[src/rtl/fft_frame_scheduler_pkg.sv]
`default_nettype none
// ============================================================================
// Module      : shazam_pkg
// Description : Shared defaults, scheduler state type and saturating helper
//               for the FFT frame scheduler.
// Revision    : 1.0 - initial release
// ============================================================================
package shazam_pkg;

    localparam int ADC_W_DEFAULT     = 12;
    localparam int FRAME_LEN_DEFAULT = 1024;
    localparam int NUM_FFT_DEFAULT   = 3;
    localparam int OVERRUN_W         = 16;

    typedef enum logic [1:0] {
        IDLE   = 2'd0,
        SEEK   = 2'd1,
        STREAM = 2'd2,
        DROP   = 2'd3
    } sched_state_t;

    function automatic logic [OVERRUN_W-1:0] sat_inc(input logic [OVERRUN_W-1:0] value);
        return (&value) ? value : value + 1'b1;
    endfunction

endpackage
`default_nettype wire

[src/rtl/fft_frame_scheduler_busy_tracker.sv]
`default_nettype none
// ============================================================================
// Module      : fft_busy_tracker
// Description : Per-engine busy flags with set-wins priority, same-cycle done
//               bypass for the free query, and an all-busy view.
// Revision    : 1.0 - initial release
// ============================================================================
module fft_busy_tracker
    import shazam_pkg::*;
#(
    parameter int NUM_FFT = NUM_FFT_DEFAULT
) (
    input  logic                       clk,
    input  logic                       reset_n,
    input  logic                       clear_all,
    input  logic                       set_en,
    input  logic [$clog2(NUM_FFT)-1:0] set_idx,
    input  logic [NUM_FFT-1:0]         done,
    input  logic [$clog2(NUM_FFT)-1:0] query_idx,
    output logic                       query_free,
    output logic                       all_busy
);

    localparam int c_idx_w = $clog2(NUM_FFT);

    logic [NUM_FFT-1:0] r_busy;

    for (genvar gi = 0; gi < NUM_FFT; gi++) begin : g_flag
        // Set is checked before done so a grant on the same cycle as a done wins.
        always_ff @(posedge clk or negedge reset_n) begin
            if (!reset_n) begin
                r_busy[gi] <= 1'b0;
            end else if (clear_all) begin
                r_busy[gi] <= 1'b0;
            end else if (set_en && (set_idx == c_idx_w'(gi))) begin
                r_busy[gi] <= 1'b1;
            end else if (done[gi]) begin
                r_busy[gi] <= 1'b0;
            end
        end
    end

    // An engine finishing this very cycle can accept the next frame immediately.
    assign query_free = ~r_busy[query_idx] | done[query_idx];
    assign all_busy   = &r_busy;

endmodule
`default_nettype wire

[src/rtl/fft_frame_scheduler.sv]
`default_nettype none
// ============================================================================
// Module      : fft_frame_scheduler
// Description : Cuts the ADC sample stream into frames and hands each frame to
//               the FFT engines in strict round-robin order, dropping frames
//               whose target engine is still busy.
// Revision    : 1.0 - initial release
// ============================================================================
module fft_frame_scheduler
    import shazam_pkg::*;
#(
    parameter int NUM_FFT   = NUM_FFT_DEFAULT,
    parameter int FRAME_LEN = FRAME_LEN_DEFAULT,
    parameter int ADC_W     = ADC_W_DEFAULT
) (
    input  logic                       clk,
    input  logic                       reset_n,
    input  logic                       enable,
    input  logic [ADC_W-1:0]           sample_in,
    input  logic                       sample_valid,
    input  logic [NUM_FFT-1:0]         fft_done,
    output logic [ADC_W-1:0]           sample_out,
    output logic [NUM_FFT-1:0]         write_active,
    output logic [NUM_FFT-1:0]         fft_clear,
    output logic                       frame_start,
    output logic                       frame_last,
    output logic [$clog2(NUM_FFT)-1:0] frame_engine,
    output logic                       all_busy,
    output logic [OVERRUN_W-1:0]       overrun_count
);

    localparam int c_idx_w = $clog2(NUM_FFT);
    localparam int c_cnt_w = $clog2(FRAME_LEN);
    localparam logic [c_cnt_w-1:0] c_cnt_last = c_cnt_w'(FRAME_LEN - 1);
    localparam logic [c_idx_w-1:0] c_ptr_last = c_idx_w'(NUM_FFT - 1);

    sched_state_t r_state, w_state_next;
    logic [c_idx_w-1:0]   r_ptr, w_ptr_next;
    logic [c_cnt_w-1:0]   r_cnt, w_cnt_next;
    logic [ADC_W-1:0]     r_sample_out;
    logic [NUM_FFT-1:0]   r_write_active, w_write_active_next;
    logic [NUM_FFT-1:0]   r_fft_clear, w_fft_clear_next;
    logic                 r_frame_start, w_frame_start_next;
    logic                 r_frame_last, w_frame_last_next;
    logic [c_idx_w-1:0]   r_frame_engine, w_frame_engine_next;
    logic [OVERRUN_W-1:0] r_overrun, w_overrun_next;

    logic [NUM_FFT-1:0]   w_ptr_onehot;
    logic [NUM_FFT-1:0]   w_done_eff;
    logic                 w_set_en;
    logic                 w_clear_all;
    logic                 w_free;

    assign w_ptr_onehot = {{(NUM_FFT-1){1'b0}}, 1'b1} << r_ptr;

    // A done from the engine being fed is a protocol violation and is ignored.
    assign w_done_eff = fft_done & ~((r_state == STREAM) ? w_ptr_onehot : '0);

    fft_busy_tracker #(
        .NUM_FFT (NUM_FFT)
    ) u_busy (
        .clk        (clk),
        .reset_n    (reset_n),
        .clear_all  (w_clear_all),
        .set_en     (w_set_en),
        .set_idx    (r_ptr),
        .done       (w_done_eff),
        .query_idx  (r_ptr),
        .query_free (w_free),
        .all_busy   (all_busy)
    );

    always_comb begin
        w_state_next        = r_state;
        w_ptr_next          = r_ptr;
        w_cnt_next          = r_cnt;
        w_write_active_next = '0;
        w_frame_start_next  = 1'b0;
        w_frame_last_next   = 1'b0;
        w_frame_engine_next = r_frame_engine;
        w_overrun_next      = r_overrun;
        w_set_en            = 1'b0;
        w_clear_all         = 1'b0;

        if (r_state == IDLE) begin
            w_clear_all = 1'b1;
            if (enable) begin
                w_state_next = SEEK;
            end
        end else if (!enable) begin
            w_state_next = IDLE;
            w_ptr_next   = '0;
            w_cnt_next   = '0;
            w_clear_all  = 1'b1;
        end else begin
            case (r_state)
                SEEK: begin
                    if (sample_valid) begin
                        w_cnt_next = c_cnt_w'(1);
                        if (w_free) begin
                            w_set_en            = 1'b1;
                            w_state_next        = STREAM;
                            w_write_active_next = w_ptr_onehot;
                            w_frame_start_next  = 1'b1;
                            w_frame_engine_next = r_ptr;
                        end else begin
                            w_state_next = DROP;
                        end
                    end
                end
                STREAM: begin
                    if (sample_valid) begin
                        w_write_active_next = w_ptr_onehot;
                        w_cnt_next          = r_cnt + 1'b1;
                        if (r_cnt == c_cnt_last) begin
                            w_frame_last_next = 1'b1;
                            w_ptr_next        = (r_ptr == c_ptr_last) ? '0 : r_ptr + 1'b1;
                            w_state_next      = SEEK;
                        end
                    end
                end
                DROP: begin
                    // Pointer is held so the same engine is retried and order survives.
                    if (sample_valid) begin
                        w_cnt_next = r_cnt + 1'b1;
                        if (r_cnt == c_cnt_last) begin
                            w_overrun_next = sat_inc(r_overrun);
                            w_state_next   = SEEK;
                        end
                    end
                end
                default: begin
                    w_state_next = IDLE;
                end
            endcase
        end

        w_fft_clear_next = {NUM_FFT{w_state_next == IDLE}};
    end

    always_ff @(posedge clk or negedge reset_n) begin
        if (!reset_n) begin
            r_state        <= IDLE;
            r_ptr          <= '0;
            r_cnt          <= '0;
            r_sample_out   <= '0;
            r_write_active <= '0;
            r_fft_clear    <= '0;
            r_frame_start  <= 1'b0;
            r_frame_last   <= 1'b0;
            r_frame_engine <= '0;
            r_overrun      <= '0;
        end else begin
            r_state        <= w_state_next;
            r_ptr          <= w_ptr_next;
            r_cnt          <= w_cnt_next;
            r_sample_out   <= sample_in;
            r_write_active <= w_write_active_next;
            r_fft_clear    <= w_fft_clear_next;
            r_frame_start  <= w_frame_start_next;
            r_frame_last   <= w_frame_last_next;
            r_frame_engine <= w_frame_engine_next;
            r_overrun      <= w_overrun_next;
        end
    end

    assign sample_out    = r_sample_out;
    assign write_active  = r_write_active;
    assign fft_clear     = r_fft_clear;
    assign frame_start   = r_frame_start;
    assign frame_last    = r_frame_last;
    assign frame_engine  = r_frame_engine;
    assign overrun_count = r_overrun;

endmodule
`default_nettype wire

[config.mk]
export PLATFORM = sky130hd
export DESIGN_NAME = fft_frame_scheduler
export DESIGN_NICKNAME = d
export VERILOG_FILES = /design/src/rtl/fft_frame_scheduler_pkg.sv /design/src/rtl/fft_frame_scheduler_busy_tracker.sv /design/src/rtl/fft_frame_scheduler.sv
export SDC_FILE = /design/constraint.sdc
export NUM_CORES = 1
export LEC_CHECK = 0
export BUFFER_PORTS_ARGS = -buffer_cell sky130_fd_sc_hd__buf_2
export CORE_MARGIN = 2
export CORE_UTILIZATION = 35
export CTS_CLUSTER_DIAMETER = 40
export DETAILED_ROUTE_END_ITERATION = 10
export GPL_ROUTABILITY_DRIVEN = 0
export PLACE_DENSITY = 0.59
export SLEW_MARGIN = 20
export SYNTH_ARGS = -nofsm -noshare
export SYNTH_HDL_FRONTEND = slang
export SYNTH_HIERARCHICAL = 1
export SYNTH_SLANG_ARGS = --single-unit
[constraint.sdc]
create_clock -name clk -period 2.6 [get_ports clk]
set_input_delay 0.39 -clock clk [delete_from_list [all_inputs] [get_ports clk]]
set_output_delay 0.39 -clock clk [all_outputs]
set_load 0.02 [all_outputs]
==> results by group, run 1 <==
Synthesis
  – Synthesis-stage register bit count: 53
  – Area leader, netlist: dfrtp_1
  – Post-synthesis sequential area ratio: 51.6%
  – Post-synth EDFFs: 0
  – Syn Nets: 260
  – Synth Flop Type: dfrtp_1
  – Synth Instances: 235
  – Yosys top cell area share: 51.6%
  – Area contributors post-synth: dfrtp_1 (52%), ha_1 (2.9%), mux2_2 (2.6%)
  – Area of the mapped netlist: 2570 um^2
  – Most instantiated library cell after synthesis: dfrtp_1
  – Synth Area per Inst: 10.9 um^2
  – Unique masters post-synth: 50
  – Ys Warns: 6
  – Most frequent cells after synthesis: dfrtp_1 (53), nand2_1 (15), nand3_1 (13), nor2_1 (13), inv_1 (10)
  – Post-synth ARST share: 100%

Placement
  – Placed Cells: 385
  – HPWL Detailed: 3870 um
  – Placed cell area: 2950 um^2
  – Pre-CTS WS: 241 ps
  – I/O Buffers: 57

Route
  – WL final: 5360 um
  – Vias: 2010
  – DRT iter0 DRCs: 86
  – Wire length per cell: 13.6 um
  – Vias per cell: 5.11
  – Routed Antenna Nets: 0
  – Detailed Routing Iterations Pass 1: 6
  – Number of remaining DRC errors: 0

Clock network
  – Postcts setup bufs: 0
  – CTS buffer count: 5
  – CTS tree: yes
  – H-tree depth: 2
  – Max clock buf depth: 2
  – CTS root buf: clkbuf_8
  – Clock net sink count: 53
  – Worst skew pair latency: 310 ps
  – Clk slew on worst S/H paths: 100 ps

Power
  – PD cells: 668 nW/um^2
  – Peak VDD IR: 0.372 mV
  – Total Power: 2.05 mW
  – Leak pwr: 1.47 nW

Layout
  – Post-Layout Cell Count: 393
  – Final Cell Area: 3070 um^2
  – Final Util: 42.8%
  – Ratio of cells with drive above 1 in the final layout: 29.6%
  – # nets final: 318
  – Synth-to-Final Area Change: 19.6%
  – Antenna cells: 0

Floorplan
  – Io pins: 58
  – Initial Utilization: 35.8%
  – Die Width: 89.7 um
  – Core footprint: 7180 um^2
  – Die Y: 89.7 um
  – DIE AREA: 8050 um^2
  – # rows: 31

GRT
  – Initial antenna violation count: 0
  – First-pass GRT wire length: 9080 um
  – GR Overflow Total: 0
  – Vias in the first global route: 1869
  – Tot GR Track Use: 13.6%
  – Largest net degree at the start of global routing: 41

Timing
  – Hold Vio Cnt, Final: 0
  – Crit share post-route: 89.3%
  – Fin Hold WS: 176 ps
  – Post-layout minimum cycle time: 2320 ps
  – Worst Tran Pin Value: 847 ps
  – Fin Clk Skew: 11.5 ps
  – Final worst setup slack: 279 ps
  – Fmax: 0.431 GHz
  – Setup violations, final: 0
  – RSZ-0062 raised after global routing: false
  – Setup TNS: 0 ps
  – Slew Limit Fails: 0
  – Max transition margin: 43.6%

Min path
  – HP Class: input port to asynchronous set/reset pin

Run status
  – Status: completed

Critical path
  – Crit-path max FO: 8
  – Startpoint Class: flip-flop
  – Crit path DAT: 2560 ps
  – Setup crit end kind: flip-flop
  – Critical path type: flip-flop to flip-flop
  – CP required: 2840 ps

Flow run
  – Maxcap violations: 0
==> logic make-up (layout without fill, tap and decap cells) <==
kind of cell	after synthesis	after routing	synth area share [%]
AO/OA/AOI/OAI	48	48	14.7
XOR/XNOR	11	11	3.75
adder cells (fa/ha/maj)	6	6	2.92
buffers and inverters	19	78	3.55
flip-flops	53	53	51.6
multiplexers	8	8	3.41
AND/OR/NAND/NOR	90	90	20.0
==> repair_timing <==
| action | 4_1_cts | 5_1_grt |
|---|---|---|
| endpoints found under the setup margin | 0 | 1 |
| gates resized for setup | 0 | 1 |
| hold buffers | 0 | 0 |
==> where the power goes <==
part / internal (mW) / switching, mW
logic: 0.194 / 0.298
clock network: 0.313 / 0.276
registers: 0.889 / 0.0836
total: 1.40 / 0.657
==> cell usage in the layout, fill, tap and decap left out, types with 3 or more instances in the layout <==
cell / count
dfrtp_1: 53
o21ai_0: 7
o211ai_1: 5
nand2_1: 15
xnor2_1: 6
nor3_1: 6
clkbuf_8: 6
buf_2: 57
inv_1: 10
nor2_1: 13
ha_1: 6
nor2b_1: 3
o22a_2: 6
xor2_1: 5
a21oi_1: 7
and4_1: 4
nand2b_1: 6
and3_1: 5
nand3_1: 13
or3_1: 3
buf_4: 3
nand4_1: 7
mux2_2: 6
==> critical path, cell delays in order (launching register included) <==
cell and delay [ps]:
dfrtp_1 430, inv_1 110, ha_1 300, a21boi_0 290
nor4bb_1 110, nor3_2 240, nand2_1 140, inv_1 120
or3b_1 350, a21oi_1 150
==> flip-flops by register name (all words and copies together), names as in the netlist <==
name,cells
u_busy/r_busy,3
overrun_count,16
frame_engine,2
r_cnt,10
frame_start,1
sample_out,12
r_ptr,2
r_state,2
frame_last,1
write_active,3
fft_clear,1
==> final timing paths <==
| kind | slack (ps) | from | depth (start not counted) | end |
|---|---|---|---|---|
| min reg2reg | 510 | overrun_count[13]$_DFFE_PN0P_ | 1 | overrun_count[13]$_DFFE_PN0P_ |
| max | 280 | r_state[0]$_DFF_PN0_ | 9 | u_busy/r_busy[0]$_DFFE_PN0P_ |
| max reg2reg | 280 | r_state[0]$_DFF_PN0_ | 9 | u_busy/r_busy[0]$_DFFE_PN0P_ |
| max in group asynchronous | 1770 | reset_n | 2 | r_state[0]$_DFF_PN0_ |
| min | 180 | reset_n | 1 | overrun_count[13]$_DFFE_PN0P_ |
| min in group clk | 190 | sample_in[0] | 1 | sample_out[0]$_DFF_PN0_ |
==> layout make-up <==
class,count,area [um^2]
multi-input cells,163,1160
well taps,99,124
clock inverters,2,37.5
repair buffers,60,308
clock buffers,6,82.6
inverters,10,37.5
fillers,695,4100
flip-flops and latches,53,1330
==> routing by layer <==
metal	routed length, um	up-vias	GRT usage, %	part of all wire (%)
li1	-	972	-	-
met1	2660	972	18.7	50
met2	2370	60	21.5	44
met3	277	6	3.69	5.2
met4	55	0	3.46	1.0
met5	0	-	0	0
Note: power is estimated with default switching activity, not from simulation.
==> inputs of run 2 (changes only) <==
RECOVER_POWER = 50   (was unset)
==> results by group, run 2 (synthesis results as in run 1) <==
Run status
  – Status: complete, but fails checks
  – Failing checks: max-capacitance violations, max-slew violations

Timing
  – Setup TNS: 0 ps (unchanged)
  – Setup violations, final: 0 (unchanged)
  – Post-layout minimum cycle time: 2330 ps (+12.4 ps)
  – Fin Hold WS: 188 ps (+11.5 ps)
  – Max transition margin: -35.1% (-79 points)
  – Worst Tran Pin Value: 2030 ps (+1180 ps)
  – RSZ-0062 raised after global routing: false
  – Fin Clk Skew: 11.3 ps (-0.263 ps)
  – Crit share post-route: 89.8% (+0.48 points)
  – Slew Limit Fails: 41 (+41)
  – Fmax: 0.428 GHz (-0.53%)
  – Hold Vio Cnt, Final: 0 (unchanged)

Critical path
  – Reg-to-reg endpoint: u_busy/r_busy[0]$_DFFE_PN0P_
  – Reg-to-reg startpoint: r_state[0]$_DFF_PN0_
  – R2R setup slack: 270 ps (about the same)
  – Crit path DAT: 2570 ps (about the same)
  – Setup crit end kind: flip-flop
  – Crit-path max FO: 8 (unchanged)
  – Reg2reg path depth: 9 (unchanged)
  – Critical path type: flip-flop to flip-flop
  – CP required: 2840 ps (about the same)
  – Startpoint Class: flip-flop

Layout
  – Most frequent cells in the layout: dfrtp_1 (53), buf_2 (49), nand2_1 (15)
  – Fillers: 699 (+0.58%)
  – Commonest non-fill, non-tap cell in the layout: dfrtp_1
  – Ratio of cells with drive above 1 in the final layout: 26.2% (-3.4 points)
  – Synth-to-Final Area Change: 18.9%
  – # nets final: 318 (unchanged)
  – Max FFs per register: 16 (unchanged)
  – Antenna cells: 0 (unchanged)
  – Final Util: 42.6% (-0.24 points)
  – Post-Layout Cell Count: 393 (unchanged)

Power
  – Total Power: 2.05 mW (-0.12%)
  – Peak VDD IR: 0.370 mV (-0.45%)
  – PD cells: 671 nW/um^2 (+0.46%)
  – Leak pwr: 1.43 nW (-2.3%)

Floorplan
  – Die Y: 89.7 um (unchanged)
  – Initial Utilization: 35.8% (unchanged)
  – Core footprint: 7180 um^2 (unchanged)
  – Die Width: 89.7 um (unchanged)
  – DIE AREA: 8050 um^2 (unchanged)
  – # rows: 31 (unchanged)
  – Io pins: 58 (unchanged)

Placement
  – I/O Buffers: 57 (unchanged)
  – Placed Cells: 385 (unchanged)
  – HPWL Detailed: 3870 um (unchanged)

Min path
  – Hold Path Origin: sample_in[0]
  – HP Class: input port to flip-flop
  – Hold worst-path end: sample_out[0]$_DFF_PN0_
  – WHS Path Cells: 1

Clock network
  – Clock net sink count: 53 (unchanged)
  – CTS tree: yes
  – Post-CTS Hold Buffers: 0 (unchanged)
  – CTS buffer count: 5 (unchanged)
  – CTS root buf: clkbuf_8
  – H-tree depth: 2 (unchanged)
  – Clk slew on worst S/H paths: 100 ps (about the same)
  – Worst skew pair latency: 310 ps (about the same)
  – Max clock buf depth: 2 (unchanged)

Route
  – DRT iter0 DRCs: 77 (-10%)
  – Number of remaining DRC errors: 0 (unchanged)
  – Vias: 1996 (-0.70%)
  – WL final: 5360 um (about the same)
  – Wire length per cell: 13.6 um (about the same)
  – Vias per cell: 5.08 (-0.70%)
  – Detailed Routing Iterations Pass 1: 6 (unchanged)
  – Routed Antenna Nets: 0 (unchanged)

Flow run
  – Maxcap violations: 1 (+1)

GRT
  – Largest net degree at the start of global routing: 41 (unchanged)
  – Vias in the first global route: 1869 (unchanged)
  – First-pass GRT wire length: 9080 um (unchanged)
  – Tot GR Track Use: 13.6% (unchanged)
  – Initial antenna violation count: 0 (unchanged)
  – GR Overflow Total: 0 (unchanged)
==> run 2: cell count changes in the layout (fill, tap and decap cells not counted) <==
cell      change
buf_2         -8
buf_4         -2
clkbuf_1     +10
==> run 2: power breakdown <==
group,leakage [nW],internal [mW],total (mW),switching [mW]
registers,0.693,0.889,0.973,0.0839
clock network,0.0574,0.313,0.589,0.276
logic,0.682,0.191,0.490,0.299
==> run 2: final cells by class <==
type / instances / area (um^2) / share of cell area (%)
Sequential cell: 53 / 1330 / 43.4
Multi-Input combinational cell: 163 / 1160 / 37.9
Timing Repair Buffer: 60 / 290 / 9.50
Tap cell: 99 / 124 / 4.05
Clock buffer: 6 / 82.6 / 2.70
Clock inverter: 2 / 37.5 / 1.23
Inverter: 10 / 37.5 / 1.23
==> run 2: repair_timing <==
action,CTS,global route
setup endpoints to repair,0,1
buffers inserted,0,0
resized for setup,0,1
==> run 2: how the worst max path moves through the flow <==
stage,startpoint,endpoint,slack [ps],depth (start not counted)
after global placement,r_state[0]$_DFF_PN0_,u_busy/r_busy[0]$_DFFE_PN0P_,380,10
after global routing,r_state[0]$_DFF_PN0_,u_busy/r_busy[0]$_DFFE_PN0P_,100,9
after CTS,r_state[0]$_DFF_PN0_,u_busy/r_busy[0]$_DFFE_PN0P_,190,9
after detailed placement,r_state[0]$_DFF_PN0_,u_busy/r_busy[0]$_DFFE_PN0P_,240,9
after floorplan,r_state[0]$_DFF_PN0_,r_cnt[7]$_DFFE_PN0P_,540,7
final,r_state[0]$_DFF_PN0_,u_busy/r_busy[0]$_DFFE_PN0P_,270,9
==> run 2: routing by layer <==
| metal | global-route usage, % | vias to the layer above | share of wire (%) |
|---|---|---|---|
| met5 | 0 | - | 0 |
| met4 | 3.46 | 0 | 1.0 |
| met3 | 3.69 | 6 | 5.6 |
| met2 | 21.5 | 65 | 45 |
| met1 | 18.7 | 954 | 49 |
| li1 | - | 971 | - |
==> run 2: metrics by stage <==
step	worst slack (ps)	instance area (um^2)
finish	266	3060
global route	96.2	3060
CTS	191	3070
detailed placement	241	2950
global placement	384	2950
floorplan	540	2570
==> run 2: worst max-delay path: stages, from the launching register on <==
cell and delay [ps]:
dfrtp_1 440, inv_1 120, ha_1 310, a21boi_0 280, nor4bb_1 110, nor3_2 240
nand2_1 140, inv_1 130, or3b_1 350, a21oi_1 150
==> inputs of run 3 (changes only) <==
BUFFER_PORTS_ARGS = unset   (was -buffer_cell sky130_fd_sc_hd__buf_2)
CORE_MARGIN = 5   (was 2)
DONT_BUFFER_PORTS = 1   (was unset)
PLACE_DENSITY = 0.52   (was 0.59)
==> results by group, run 3 (synthesis results as in run 1) <==
Layout
  – Ratio of cells with drive above 1 in the final layout: 12.2% (-14 points)
  – Final Cell Area: 2790 um^2 (-8.7%)
  – Max FFs per register: 16 (unchanged)
  – Antenna cells: 0 (unchanged)
  – Fillers: 722 (+3.3%)
  – Most frequent cells in the layout: dfrtp_1 (53), nand2_1 (15), nor2_1 (13), nand3_1 (13), inv_1 (10)
  – Synth-to-Final Area Change: 8.56%
  – Commonest non-fill, non-tap cell in the layout: dfrtp_1
  – # nets final: 262 (-18%)

Floorplan
  – Die Y: 95.7 um (+6.7%)
  – Io pins: 58 (unchanged)
  – Core footprint: 7210 um^2 (+0.54%)
  – # rows: 31 (unchanged)
  – Initial Utilization: 35.6% (-0.19 points)
  – Die Width: 95.7 um (+6.7%)
  – DIE AREA: 9160 um^2 (+14%)

GRT
  – GR Overflow Total: 0 (unchanged)
  – First-pass GRT wire length: 9050 um (-0.39%)
  – Tot GR Track Use: 12.4% (-1.2 points)
  – Vias in the first global route: 1844 (-1.3%)
  – Largest net degree at the start of global routing: 54 (+32%)
  – Initial antenna violation count: 0 (unchanged)

Power
  – Leak pwr: 1.21 nW (-15%)
  – PD cells: 717 nW/um^2 (+6.8%)
  – Peak VDD IR: 0.451 mV (+22%)
  – Total Power: 2.00 mW (-2.5%)

Route
  – Vias per cell: 5.25 (+3.3%)
  – DRT iter0 DRCs: 70 (-9.1%)
  – Wire length per cell: 16.1 um (+18%)
  – WL final: 5410 um (+0.91%)
  – Detailed Routing Iterations Pass 1: 4 (-2)
  – Routed Antenna Nets: 0 (unchanged)
  – Number of remaining DRC errors: 0 (unchanged)
  – Vias: 1768 (-11%)

Critical path
  – CP required: 2830 ps (about the same)
  – Setup crit end kind: flip-flop
  – Startpoint Class: flip-flop
  – Reg-to-reg startpoint: r_state[0]$_DFF_PN0_
  – Reg2reg path depth: 10 (+1)
  – Critical path type: flip-flop to flip-flop
  – Reg-to-reg endpoint: u_busy/r_busy[0]$_DFFE_PN0P_
  – Crit path DAT: 2580 ps (about the same)
  – Crit-path max FO: 8 (unchanged)
  – R2R setup slack: 250 ps (about the same)

Clock network
  – Max clock buf depth: 2 (unchanged)
  – CTS resizes: 0 (unchanged)
  – CTS tree: yes
  – Clock net sink count: 53 (unchanged)
  – Clk slew on worst S/H paths: 100 ps (about the same)
  – CTS root buf: clkbuf_8
  – Worst skew pair latency: 300 ps (about the same)
  – Postcts setup bufs: 0 (unchanged)
  – CTS buffer count: 5 (unchanged)
  – H-tree depth: 2 (unchanged)

Placement
  – HPWL Detailed: 3780 um (-2.4%)
  – I/O Buffers: 0 (-100%)
  – Placed cell area: 2660 um^2 (-9.9%)

Min path
  – HP Class: input port to flip-flop
  – WHS Path Cells: 0 (-1)
  – Hold Path Origin: sample_in[9]
  – Hold worst-path end: sample_out[9]$_DFF_PN0_

Timing
  – Hold Vio Cnt, Final: 0 (unchanged)
  – Max transition margin: 11.6% (+47 points)
  – Setup TNS: 0 ps (unchanged)
  – Fmax: 0.426 GHz (-0.60%)
  – Fin Clk Skew: 4.38 ps (-6.88 ps)
  – RSZ-0062 raised after global routing: false
  – Post-layout minimum cycle time: 2350 ps (+14.2 ps)
  – Worst Tran Pin Value: 1330 ps (-701 ps)
  – Setup violations, final: 0 (unchanged)
  – Crit share post-route: 90.3% (+0.55 points)
  – Slew Limit Fails: 0 (-100%)

Flow run
  – Maxcap violations: 0 (-1)

Run status
  – Status: completed
-- run 3: cell count changes in the layout (fill, tap and decap cells not counted) --
cell,change
clkbuf_2,+1
buf_4,+1
dlygate4sd3_1,+1
nor3_1,+1
buf_2,-49
nor3_2,-1
clkbuf_1,-10
-- run 3: how the worst max path moves through the flow --
stage	end	from	depth (start not counted)	slack [ps]
after floorplan	r_cnt[7]$_DFFE_PN0P_	r_state[0]$_DFF_PN0_	7	540
after global placement	fft_clear[0]$_DFF_PN0_	r_state[0]$_DFF_PN0_	10	360
after detailed placement	u_busy/r_busy[0]$_DFFE_PN0P_	r_state[0]$_DFF_PN0_	10	290
after CTS	u_busy/r_busy[0]$_DFFE_PN0P_	r_state[0]$_DFF_PN0_	9	260
after global routing	u_busy/r_busy[0]$_DFFE_PN0P_	r_state[0]$_DFF_PN0_	10	0.3
final	u_busy/r_busy[0]$_DFFE_PN0P_	r_state[0]$_DFF_PN0_	10	250
-- run 3: per-layer routing --
layer,vias to the layer above,GRT usage (%),share of wire (%)
met3,4,3.60,6.7
met5,-,0,0
met2,39,20.7,49
li1,866,-,-
met4,0,3.67,0.72
met1,859,15.7,43
-- run 3: stage by stage --
step / instances / hold WS [ps] / worst slack (ps) / util [%]
after floorplan: 235 / 94.4 / 540 / -
after global placement: 327 / 95.9 / 355 / 36.8
after detailed placement: 327 / 95.9 / 294 / 36.8
after CTS: 337 / 94.5 / 262 / 39.0
after global routing: 337 / 85.1 / 0.254 / 38.7
final: 337 / 104 / 252 / 38.7
-- run 3: timing repair --
action,4_1_cts,5_1_grt
endpoints found under the setup margin,0,0
hold endpoints to repair,53,0
hold buffers,2,0
-- run 3: layout make-up --
type,count,area [um^2],share of cell area (%)
Multi-Input combinational cell,163,1150,41.3
Sequential cell,53,1330,47.5
Tap cell,99,124,4.44
Timing Repair Buffer,4,30.0,1.08
Inverter,10,37.5,1.34
Clock buffer,6,82.6,2.96
Clock inverter,2,37.5,1.34
-- run 3: critical path: stages (launching register included) --
cell and delay, ps:
dfrtp_1 430, inv_1 120, ha_1 300, inv_1 100, o31a_1 160, nor4b_1 60
nor3_1 320, nand2_1 150, inv_1 140, or3b_1 360, a21oi_1 150
-- run 3: power breakdown --
part / leakage, nW / total [mW] / switching (mW) / internal [mW]
registers: 0.693 / 1.04 / 0.147 / 0.888
logic: 0.462 / 0.374 / 0.221 / 0.153
clock network: 0.0574 / 0.590 / 0.277 / 0.313
total: 1.21 / 2.00 / 0.645 / 1.35
